## config.mk

```make
export PLATFORM = sky130hd
export DESIGN_NAME = march_bist_ctrl_flat
export DESIGN_NICKNAME = d
export VERILOG_FILES = /design/src/rtl/march_bist_ctrl_pkg.sv /design/src/rtl/march_bist_ctrl_if.sv /design/src/rtl/march_bist_ctrl_addr_gen.sv /design/src/rtl/march_bist_ctrl.sv /design/src/flat_wrapper.sv
export SDC_FILE = /design/constraint.sdc
export NUM_CORES = 1
export LEC_CHECK = 0
export ABC_CLOCK_PERIOD_IN_PS = 2700
export BUFFER_PORTS_ARGS = -buffer_cell sky130_fd_sc_hd__buf_2
export CAP_MARGIN = 10
export CORE_ASPECT_RATIO = 0.8
export CORE_MARGIN = 2
export CORE_UTILIZATION = 54
export DETAILED_ROUTE_END_ITERATION = 16
export GPL_TIMING_DRIVEN = 1
export PLACE_DENSITY = 0.8
export SLEW_MARGIN = 20
export SYNTH_ARGS = -nofsm -noshare
export SYNTH_HDL_FRONTEND = slang
export SYNTH_SLANG_ARGS = --single-unit
```

## constraint.sdc

```tcl
create_clock -name clk -period 2.7 [get_ports clk]
set_input_delay 0.135 -clock clk [delete_from_list [all_inputs] [get_ports clk]]
set_output_delay 0.135 -clock clk [all_outputs]
set_load 0.01 [all_outputs]
```

## src/rtl/march_bist_ctrl_pkg.sv

```systemverilog
// Shared types for the March BIST controller: FSM states, op encoding and the
// per-algorithm element tables walked by the controller.
package march_bist_pkg;

  typedef enum logic [1:0] {
    S_IDLE,
    S_RUN,
    S_DRAIN,
    S_DONE
  } state_e;

  typedef enum logic [1:0] {
    OP_W0,
    OP_R0,
    OP_W1,
    OP_R1
  } op_e;

  // One March element: address direction, 1 or 2 ops, ops in issue order.
  typedef struct packed {
    logic       dir_down;
    logic [1:0] n_ops;
    op_e        op0;
    op_e        op1;
  } elem_t;

  localparam int EL_IDX_W   = 3;
  localparam int MATS_LEN   = 3;
  localparam int MARCHC_LEN = 6;

  localparam logic [EL_IDX_W-1:0] MATS_LAST   = 3'(MATS_LEN - 1);
  localparam logic [EL_IDX_W-1:0] MARCHC_LAST = 3'(MARCHC_LEN - 1);

  localparam elem_t MATS_TAB [MATS_LEN] = '{
    '{1'b0, 2'd1, OP_W0, OP_W0},
    '{1'b0, 2'd2, OP_R0, OP_W1},
    '{1'b1, 2'd2, OP_R1, OP_W0}
  };

  localparam elem_t MARCHC_TAB [MARCHC_LEN] = '{
    '{1'b0, 2'd1, OP_W0, OP_W0},
    '{1'b0, 2'd2, OP_R0, OP_W1},
    '{1'b0, 2'd2, OP_R1, OP_W0},
    '{1'b1, 2'd2, OP_R0, OP_W1},
    '{1'b1, 2'd2, OP_R1, OP_W0},
    '{1'b0, 2'd1, OP_R0, OP_R0}
  };

  function automatic elem_t elem_lookup(input logic mode, input logic [EL_IDX_W-1:0] idx);
    elem_t e;
    e = '0;
    if (mode) begin
      if (idx <= MARCHC_LAST) e = MARCHC_TAB[idx];
    end else begin
      if (idx <= MATS_LAST) e = MATS_TAB[idx[1:0]];
    end
    return e;
  endfunction

  function automatic logic [EL_IDX_W-1:0] last_elem(input logic mode);
    return mode ? MARCHC_LAST : MATS_LAST;
  endfunction

  function automatic logic op_is_read(input op_e op);
    return (op == OP_R0) || (op == OP_R1);
  endfunction

  function automatic logic op_is_one(input op_e op);
    return (op == OP_W1) || (op == OP_R1);
  endfunction

endpackage

```

## src/rtl/march_bist_ctrl_if.sv

```systemverilog
// Single-port synchronous RAM bus between the BIST controller (master) and
// the memory under test (slave); read data returns one cycle after mem_re.
interface march_bist_ctrl_if #(
  parameter int ADDR_W = 4,
  parameter int DATA_W = 8
) ();

  logic [ADDR_W-1:0] mem_addr;
  logic [DATA_W-1:0] mem_wdata;
  logic              mem_we;
  logic              mem_re;
  logic [DATA_W-1:0] mem_rdata;

  modport master (
    output mem_addr,
    output mem_wdata,
    output mem_we,
    output mem_re,
    input  mem_rdata
  );

  modport slave (
    input  mem_addr,
    input  mem_wdata,
    input  mem_we,
    input  mem_re,
    output mem_rdata
  );

endinterface

```

## src/rtl/march_bist_ctrl_addr_gen.sv

```systemverilog
// Up/down address counter for one March element: load to 0 (up) or N-1 (down),
// step on enable, flag the element's last address.
module bist_addr_gen #(
  parameter int ADDR_W = 4
) (
  input  logic              clk,
  input  logic              rst,
  input  logic              i_load,
  input  logic              i_load_down,
  input  logic              i_en,
  output logic [ADDR_W-1:0] o_addr,
  output logic              o_tc
);

  logic [ADDR_W-1:0] r_addr;
  logic              r_down;

  // Direction is captured at load so it stays fixed for the whole element.
  always_ff @(posedge clk) begin
    if (rst) begin
      r_addr <= '0;
      r_down <= 1'b0;
    end else if (i_load) begin
      r_addr <= i_load_down ? '1 : '0;
      r_down <= i_load_down;
    end else if (i_en) begin
      r_addr <= r_down ? (r_addr - ADDR_W'(1)) : (r_addr + ADDR_W'(1));
    end
  end

  assign o_addr = r_addr;
  assign o_tc   = r_down ? (r_addr == '0) : (r_addr == '1);

endmodule

```

## src/rtl/march_bist_ctrl.sv

```systemverilog
// March-test BIST controller (MATS+ / March C-): walks the element tables over
// the RAM, compares reads one cycle later and records sticky fail results.
module march_bist_ctrl
  import march_bist_pkg::*;
#(
  parameter int ADDR_W = 4,
  parameter int DATA_W = 8,
  parameter int FCNT_W = 8
) (
  input  logic               clk,
  input  logic               rst,
  input  logic               start,
  input  logic               mode,
  march_bist_ctrl_if.master  mem,
  output logic               busy,
  output logic               done,
  output logic               fail,
  output logic [ADDR_W-1:0]  fail_addr,
  output logic [FCNT_W-1:0]  fail_cnt
);

  state_e              r_state;
  state_e              w_state_nxt;
  logic                r_mode;
  logic [EL_IDX_W-1:0] r_el;
  logic                r_op;

  elem_t               w_elem;
  elem_t               w_elem_nxt;
  op_e                 w_op;
  logic                w_last_op;
  logic                w_last_el;
  logic                w_accept;
  logic                w_ld;
  logic                w_ld_down;
  logic                w_en;
  logic                w_step_op;
  logic                w_step_el;
  logic                w_we;
  logic                w_re;
  logic [ADDR_W-1:0]   w_addr;
  logic                w_tc;

  logic                r_vld_p1;
  logic [DATA_W-1:0]   r_exp_p1;
  logic [ADDR_W-1:0]   r_addr_p1;
  logic                w_miss;

  function automatic logic [FCNT_W-1:0] sat_inc(input logic [FCNT_W-1:0] v);
    return (v == '1) ? v : (v + FCNT_W'(1));
  endfunction

  bist_addr_gen #(.ADDR_W(ADDR_W)) u_addr_gen (
    .clk         (clk),
    .rst         (rst),
    .i_load      (w_ld),
    .i_load_down (w_ld_down),
    .i_en        (w_en),
    .o_addr      (w_addr),
    .o_tc        (w_tc)
  );

  assign w_elem     = elem_lookup(r_mode, r_el);
  assign w_elem_nxt = elem_lookup(r_mode, r_el + EL_IDX_W'(1));
  assign w_op       = r_op ? w_elem.op1 : w_elem.op0;
  assign w_last_op  = (w_elem.n_ops == 2'd1) || r_op;
  assign w_last_el  = (r_el == last_elem(r_mode));

  always_ff @(posedge clk) begin
    if (rst) r_state <= S_IDLE;
    else     r_state <= w_state_nxt;
  end

  always_comb begin
    w_state_nxt = r_state;
    w_accept    = 1'b0;
    w_ld        = 1'b0;
    w_ld_down   = 1'b0;
    w_en        = 1'b0;
    w_step_op   = 1'b0;
    w_step_el   = 1'b0;
    w_we        = 1'b0;
    w_re        = 1'b0;
    case (r_state)
      S_IDLE, S_DONE: begin
        if (start) begin
          w_accept    = 1'b1;
          w_ld        = 1'b1;
          w_ld_down   = elem_lookup(mode, '0).dir_down;
          w_state_nxt = S_RUN;
        end
      end
      S_RUN: begin
        w_re = op_is_read(w_op);
        w_we = !op_is_read(w_op);
        // Finish every op at this address, then step; the terminal address
        // hands over straight to the next element's start address.
        if (!w_last_op) begin
          w_step_op = 1'b1;
        end else if (!w_tc) begin
          w_en = 1'b1;
        end else if (w_last_el) begin
          w_state_nxt = S_DRAIN;
        end else begin
          w_step_el = 1'b1;
          w_ld      = 1'b1;
          w_ld_down = w_elem_nxt.dir_down;
        end
      end
      S_DRAIN: w_state_nxt = S_DONE;
      default: w_state_nxt = S_IDLE;
    endcase
  end

  always_ff @(posedge clk) begin
    if (rst) begin
      r_mode <= 1'b0;
      r_el   <= '0;
      r_op   <= 1'b0;
    end else if (w_accept) begin
      r_mode <= mode;
      r_el   <= '0;
      r_op   <= 1'b0;
    end else if (r_state == S_RUN) begin
      r_op <= w_step_op;
      if (w_step_el) r_el <= r_el + EL_IDX_W'(1);
    end
  end

  assign mem.mem_addr  = w_addr;
  assign mem.mem_we    = w_we;
  assign mem.mem_re    = w_re;
  assign mem.mem_wdata = {DATA_W{w_we & op_is_one(w_op)}};

  // p0 -> p1: a read issued now is checked against returned data next cycle.
  always_ff @(posedge clk) begin
    if (rst) r_vld_p1 <= 1'b0;
    else     r_vld_p1 <= w_re;
  end

  always_ff @(posedge clk) begin
    r_exp_p1  <= {DATA_W{op_is_one(w_op)}};
    r_addr_p1 <= w_addr;
  end

  assign w_miss = r_vld_p1 && (mem.mem_rdata != r_exp_p1);

  always_ff @(posedge clk) begin
    if (rst || w_accept) begin
      fail      <= 1'b0;
      fail_addr <= '0;
      fail_cnt  <= '0;
    end else if (w_miss) begin
      fail     <= 1'b1;
      fail_cnt <= sat_inc(fail_cnt);
      if (!fail) fail_addr <= r_addr_p1;
    end
  end

  assign busy = (r_state == S_RUN) || (r_state == S_DRAIN);
  assign done = (r_state == S_DONE);

endmodule
```

## src/flat_wrapper.sv

```systemverilog
// flat-port wrapper written by rule: the top's interface ports become plain ports
module march_bist_ctrl_flat import march_bist_pkg::*;
#(
  parameter int ADDR_W = 4,
  parameter int DATA_W = 8,
  parameter int FCNT_W = 8
)
  (clk, rst, start, mode, busy, done, fail, fail_addr, fail_cnt, mem_mem_addr, mem_mem_wdata, mem_mem_we, mem_mem_re, mem_mem_rdata);
  march_bist_ctrl_if #(.ADDR_W(ADDR_W), .DATA_W(DATA_W)) mem_i ();
  input  logic clk;
  input  logic rst;
  input  logic start;
  input  logic mode;
  output logic busy;
  output logic done;
  output logic fail;
  output logic [ADDR_W-1:0] fail_addr;
  output logic [FCNT_W-1:0] fail_cnt;
  output wire logic [$bits(mem_i.mem_addr)-1:0] mem_mem_addr;
  output wire logic [$bits(mem_i.mem_wdata)-1:0] mem_mem_wdata;
  output wire logic [$bits(mem_i.mem_we)-1:0] mem_mem_we;
  output wire logic [$bits(mem_i.mem_re)-1:0] mem_mem_re;
  input wire logic [$bits(mem_i.mem_rdata)-1:0] mem_mem_rdata;
  assign mem_mem_addr = mem_i.mem_addr;
  assign mem_mem_wdata = mem_i.mem_wdata;
  assign mem_mem_we = mem_i.mem_we;
  assign mem_mem_re = mem_i.mem_re;
  assign mem_i.mem_rdata = mem_mem_rdata;
  march_bist_ctrl #(.ADDR_W(ADDR_W), .DATA_W(DATA_W), .FCNT_W(FCNT_W)) u_core (.clk(clk), .rst(rst), .start(start), .mode(mode), .mem(mem_i), .busy(busy), .done(done), .fail(fail), .fail_addr(fail_addr), .fail_cnt(fail_cnt));
endmodule
```

==> metrics.yaml, run 1 <==
timing:
  hold_viol: 0
  max_slew_margin_pct: 52.0
  finClkSkew_ps: 5.02
  setup_tns_ps: 0
  worst_pin_slew_ps: 715
  period_share_pct: 91.8
  max_freq_ghz: 0.403
  grt_setup_unrepaired: "no"
  drv_slew: 0
  final-setup-viol-count: 0
  finalCriticalPeriod_ps: 2480
setup_path:
  regToRegEndpoint: "u_core.u_addr_gen.o_addr[1]"
  path_cells: "inv_1 > ha_1 > nor2b_1 > o21a_1 > o41ai_2 > nor3_1 > a2111oi_2"
  cp_max_fo: 8
  crit_type: "reg -> reg"
  end_kind: "flop"
  path_buf_inv: 1
  crit_family: "compound AO/OA/AOI/OAI gates"
  required_ps: 2880
  rr_worst_depth: 7
  start_kind: "flop"
  crit_arrival_ps: 2660
  critPathMaxStageDelay_ps: 580
  crit_slowest_cell: "o41ai_2"
  cp.depth: 7
  r2r_start: "u_core.r_el[1]"
  rrSetupSlack_ps: 220
drt:
  antenna_left: 0
  drtIter0Drc: 61
  vias: 1602
  wl_per_cell_um: 12.7
  drt_wl_total_um: 3630
  viasPerCell: 5.58
  dr.pass1.iters: 4
  drc_errors: 0
floorplanning:
  start_util_pct: 58.2
  die_w_um: 69.4
  fp.coreArea_um2: 3180
  num_rows: 18
  dieArea_um2: 3910
  io_pins: 41
  fp.dieH_um: 56.3
power_and_ir_drop:
  powerDensity_nw_per_um2: 734
  pwr-share-comb_pct: 34.4
  p_int_uw: 999
  swShare_pct: 36.0
  leakagePower_nw: 0.918
  max-vdd-ir-drop_uv: 645
  switchingPower_uw: 562
  clkPwrFrac_pct: 25.9
  p_total_mw: 1.56
  seqPwrFrac_pct: 39.7
logic_synthesis:
  syn_inst: 210
  yosys.cell_count.top_type: "dfxtp_1"
  synthTopCellsByArea: "dfxtp_1 34%, ha_1 8.1%, nor2_1 4.3%, mux2i_1 3.8%, nor3_1 3.5%"
  ys_ff_latch: 31
  async_flop_share_pct: 0
  synth_largest_area_cell: "dfxtp_1"
  synth_warnings: 0
  synth-main-ff-cell: "dfxtp_1"
  ys_top_cells_by_count: "31 x dfxtp_1, 21 x nor2_1, 13 x nand2_1, 13 x nor3_1"
  syn_area_per_cell_um2: 8.80
  ys_types: 50
  netlist_area_um2: 1850
  ys_seq_area_share_pct: 33.6
  synth_nets: 235
  synth_top_area_share_pct: 33.6
  synth-edff-count: 0
global_route:
  grt_max_degree: 15
  gr-total-overflow: 0
  grt_pass1_vias: 1475
  grt_usage_pct: 20.1
  antenna_found_initial: 0
  grt_pass1_wl_um: 6490
placement:
  placed_area_um2: 2020
  io_buffers: 40
  hpwl_um: 2750
  gp_congestion: 0.909
clocking:
  cts_tree: "built"
  cts_hold_buf: 0
  clk_pin_slew_ps: 70
  clk_root_buffer_cell: "clkbuf_8"
  cts_max_level: 2
  cts_buffer_depth: 2
  cts_buffers: 5
  clkLatencyLatePin_ps: 280
  cts_sinks: 31
final_layout:
  layout-drive-gt1-share_pct: 24.3
  fillers: 272
  synthToLayoutAreaGrowth_pct: 15.1
  multi_input_area_um2: 1100
  stdcell_area_um2: 2130
  register_area_um2: 622
  diodes: 0
  nets: 271
  final_util_pct: 67.0
hold_path:
  hold_end: "u_core.r_mode"
  min_path_type: "in -> reg"
  hp-start: "mode"
  hold_depth: 3
run:
  cap_violations: 0
run_status:
  status: "completed"
[power groups by stage]
stage,combinational [mW],sequential (mW),clock [mW]
2_1_floorplan,0.398,0.623,0
3_3_place_gp,0.529,0.628,0
3_5_place_dp,0.539,0.629,0
4_1_cts,0.543,0.619,0.411
5_1_grt,0.606,0.633,0.430
6_report,0.538,0.619,0.404
[cells in the final DEF, fill, tap and decap left out, types with 2 or more instances in the layout]
cell type  count
a2111oi_2      2
a21o_1         2
a21oi_1       10
a311oi_1       2
a31o_1         3
a31oi_1        3
and2_1         2
and3_1         4
buf_2         40
clkbuf_8       7
dfxtp_1       30
ha_1          12
inv_1         12
mux2i_1        7
nand2_1       13
nand2b_1       3
nand3_1        7
nand4_1        4
nand4b_1       2
nor2_1        21
nor2b_1        3
nor3_1        13
nor4_1         3
nor4b_1        2
o21a_1         3
o21ai_0        6
o31ai_1        2
o41ai_2        2
or3_1          2
xnor2_1        4
[cells by family (layout without fill, tap and decap cells)]
logic type	Yosys count	after routing	synth area share [%]
simple gates	89	89	27.3
flops	31	31	33.6
fa+ha+maj	13	13	9.21
buf+inv	24	61	6.97
mux	7	7	3.79
compound gates	41	41	16.8
xor+xnor	5	5	2.37
[worst max-delay path by stage]
stage / start / to / slack, ps
after floorplan: u_core.r_el[0] / u_core.u_addr_gen.o_addr[3] / 420
after global placement: u_core.r_el[0] / u_core.u_addr_gen.o_addr[2] / 260
after detailed placement: u_core.r_el[0] / u_core.u_addr_gen.o_addr[1] / 160
after CTS: u_core.r_el[0] / u_core.u_addr_gen.o_addr[1] / 120
after global routing: u_core.r_el[0] / mem_mem_wdata[4] / 40
final: u_core.r_el[1] / u_core.u_addr_gen.o_addr[1] / 220
[stage by stage]
stage                     instances  hold slack [ps]  setup slack, ps
after CTS                       287              113              122
after global placement          279              393              259
after floorplan                 210              283              424
after detailed placement        279              404              159
final                           287              110              221
after global routing            287              129             40.3
[sequential cells by signal (all words and copies together), names as in the netlist, 2 cells and up]
signal	flops
u_core.fail_cnt	8
u_core.r_el	3
u_core.fail_addr	4
u_core.r_addr_p1	4
u_core.u_addr_gen.o_addr	4
u_core.r_state	2
[layout make-up]
type,count,area share (%)
repair buffers,41,9.76
clock buffers,7,4.53
clock inverters,1,0.353
well taps,40,2.35
multi-input cells,155,51.6
inverters,12,2.12
flip-flops and latches,31,29.2
[tightest hold or removal path: stages]
cell and delay (ps):
buf_2 100, nand3_1 50, a21oi_1 50
[per-layer routing]
metal	up-vias	part of all wire, %	global-route usage [%]	wire length (µm)
li1	829	-	-	-
met1	727	49	26.8	1770
met2	42	44	33.2	1580
met3	4	6.9	5.03	249
met4	0	0.74	3.36	27
met5	-	0	0	0
[repair_timing]
item / in CTS / in global routing
endpoints found under the setup margin: 0 / 12
resized for setup: 0 / 1
buffers inserted: 0 / 0
Power figures use the tool's default switching activity.
==> run 2: changes to the inputs <==
--- a/config.mk
+++ b/config.mk
@@ -13,8 +13,9 @@
 export CORE_UTILIZATION = 54
 export DETAILED_ROUTE_END_ITERATION = 16
 export GPL_TIMING_DRIVEN = 1
-export PLACE_DENSITY = 0.8
+export PLACE_DENSITY = 0.79
 export SLEW_MARGIN = 20
 export SYNTH_ARGS = -nofsm -noshare
 export SYNTH_HDL_FRONTEND = slang
+export SYNTH_HIERARCHICAL = 1
 export SYNTH_SLANG_ARGS = --single-unit
==> run 2 against run 1 <==
Net effect:
- power decreased by 10%
- synthesized cell count rose by 6.7%
- clock skew is 3.5 ps higher
- setup slack worse by 3.5 ps
- routed wire length up 11%
- fmax is 0.14% lower
- clock-buffer cell count down 1
- clock power is 16% higher
- register-to-register slack is essentially flat
- die area rose by 5.1%
- critical endpoint is now mem_mem_wdata[1]
==> metrics.yaml, run 2 <==
timing:
  hold_viol: 0
  finalCriticalPeriod_ps: 2480
  drv_slew: 0
  grt_setup_unrepaired: "no"
  timing.final.ws_setup_ps: 217
  final-setup-viol-count: 0
  max_freq_ghz: 0.403
  worst_pin_slew_ps: 496
  max_slew_margin_pct: 66.9
  period_share_pct: 91.9
  whs_ps: 108
  setup_tns_ps: 0
  finClkSkew_ps: 8.52
setup_path:
  r2r_start: "u_core/r_el[1]"
  rrSetupSlack_ps: 230
  regToRegEndpoint: "u_core/u_addr_gen/o_addr[3]"
  crit_arrival_ps: 2350
  required_ps: 2570
  cp_max_fo: 9
  crit_type: "reg -> out"
  rr_worst_depth: 9
  end_kind: "primary output"
  start_kind: "flop"
drt:
  drt_wl_total_um: 4040
  dr.pass1.iters: 4
  viasPerCell: 5.65
  antenna_left: 0
  drc_errors: 0
  wl_per_cell_um: 13.3
  vias: 1713
  drtIter0Drc: 139
hold_path:
  min_path_type: "in -> reg"
  hp-start: "mode"
  hold_end: "u_core/r_mode"
  hold_depth: 3
final_layout:
  fin_cells: 303
  synthToLayoutAreaGrowth_pct: 15.3
  layout-drive-gt1-share_pct: 29.1
  final_common_cell: "buf_2"
  top_register: "u_core/fail_cnt"
  diodes: 0
  nets: 284
  largest_reg_flops: 8
  most-common-layout-cells: "40 x buf_2, 30 x dfxtp_1, 24 x nand2_1"
power_and_ir_drop:
  max-vdd-ir-drop_uv: 395
  p_total_mw: 1.40
  leakagePower_nw: 1.01
  powerDensity_nw_per_um2: 623
logic_synthesis:
  yosys.cell_count.top_type: "dfxtp_1"
  synth-main-ff-cell: "dfxtp_1"
  synth_largest_area_cell: "dfxtp_1"
  ys_ff_latch: 31
  ys_seq_area_share_pct: 31.8
  ys_top_cells_by_count: "31 x dfxtp_1, 24 x nand2_1, 16 x a21oi_1, 13 x inv_1, 12 x nand3_1"
  synthTopCellsByArea: "dfxtp_1 32%, ha_1 7.1%, nand2_1 4.6%, a21oi_1 4.1%, nand3_1 3.1%"
  ys_types: 60
  syn_inst: 224
  synth_nets: 248
  syn_area_per_cell_um2: 8.70
  async_flop_share_pct: 0
  synth-edff-count: 0
  synth_warnings: 6
  synth_top_area_share_pct: 31.8
  netlist_area_um2: 1950
floorplanning:
  io_pins: 41
  die_w_um: 71.2
  fp.dieH_um: 57.7
  dieArea_um2: 4110
  start_util_pct: 56.6
  fp.coreArea_um2: 3450
  num_rows: 19
global_route:
  grt_usage_pct: 20.6
  antenna_found_initial: 0
  grt_pass1_wl_um: 6700
  grt_max_degree: 20
  grt_pass1_vias: 1495
  gr-total-overflow: 0
clocking:
  cts_tree: "built"
  cts_max_level: 2
  clkLatencyLatePin_ps: 280
  post-cts-setup-buffers: 0
  clk_pin_slew_ps: 70
  clk_root_buffer_cell: "clkbuf_8"
  cts_buffers: 5
  cts_buffer_depth: 2
  cts_sinks: 31
run:
  cap_violations: 0
placement:
  place_ws_ps: 271
  hpwl_um: 3010
  dp_cells: 295
  gp_congestion: 0.906
  io_buffers: 40
run_status:
  status: "completed"
-- run 2: worst max-delay path by stage --
stage | startpoint | cells past startpoint | end
after floorplan | u_core/r_el[1] | 9 | u_core/u_addr_gen/o_addr[3]
after global placement | u_core/r_el[0] | 9 | u_core/u_addr_gen/o_addr[1]
after detailed placement | u_core/r_el[0] | 10 | u_core/u_addr_gen/o_addr[3]
after CTS | u_core/r_el[0] | 7 | mem_mem_wdata[1]
after global routing | u_core/r_el[1] | 7 | mem_mem_wdata[3]
final | u_core/r_el[1] | 7 | mem_mem_wdata[1]
-- run 2: metrics by stage --
stage          util [%]  instance area, µm²
2_1_floorplan         -                1950
3_3_place_gp       61.7                2130
3_5_place_dp       61.7                2130
4_1_cts            65.2                2250
5_1_grt            65.2                2250
6_report           65.2                2250
-- run 2: cell families after synthesis --
kind of cell | count (synthesis) | share of synthesized area [%]
buffers and inverters | 30 | 8.60
and+or+nand+nor | 90 | 27.1
AOI/OAI and AO/OA | 50 | 19.1
adders and majority gates | 12 | 8.09
DFF | 31 | 31.8
xor gates and xnor gates | 6 | 2.70
muxes | 5 | 2.63
-- run 2: area by class of cell --
class | count | area [µm²]
well taps | 42 | 52.6
repair buffers | 46 | 245
clock buffers | 6 | 82.6
multi-input cells | 163 | 1160
flip-flops and latches | 31 | 622
fillers | 283 | 1200
inverters | 13 | 48.8
clock inverters | 2 | 35.0
-- run 2: worst max-delay path, stage by stage, from the launching register on --
cell     delay [ps]
dfxtp_1         480
inv_1           140
ha_1            260
o311a_4         400
nor3_1          180
a21oi_1         100
and3b_1         340
buf_2           170
-- run 2: what timing repair did --
item,CTS,global route
hold endpoints to repair,0,0
gates resized for setup,0,1
hold buffers,0,0
endpoints found under the setup margin,0,8
-- run 2: metal layers --
metal,global-route usage (%),vias up,part of all wire [%]
met5,0,-,0
met4,4.85,0,0.22
met3,6.96,2,7.6
met2,31.7,59,44
met1,28.1,796,48
li1,-,856,-
-- run 2: power breakdown --
part | switching (mW) | leakage (nW) | total, mW | internal, mW
logic | 0.219 | 0.692 | 0.373 | 0.155
clock network | 0.170 | 0.0612 | 0.468 | 0.298
registers | 0.0546 | 0.252 | 0.557 | 0.503
total | 0.443 | 1.01 | 1.40 | 0.956
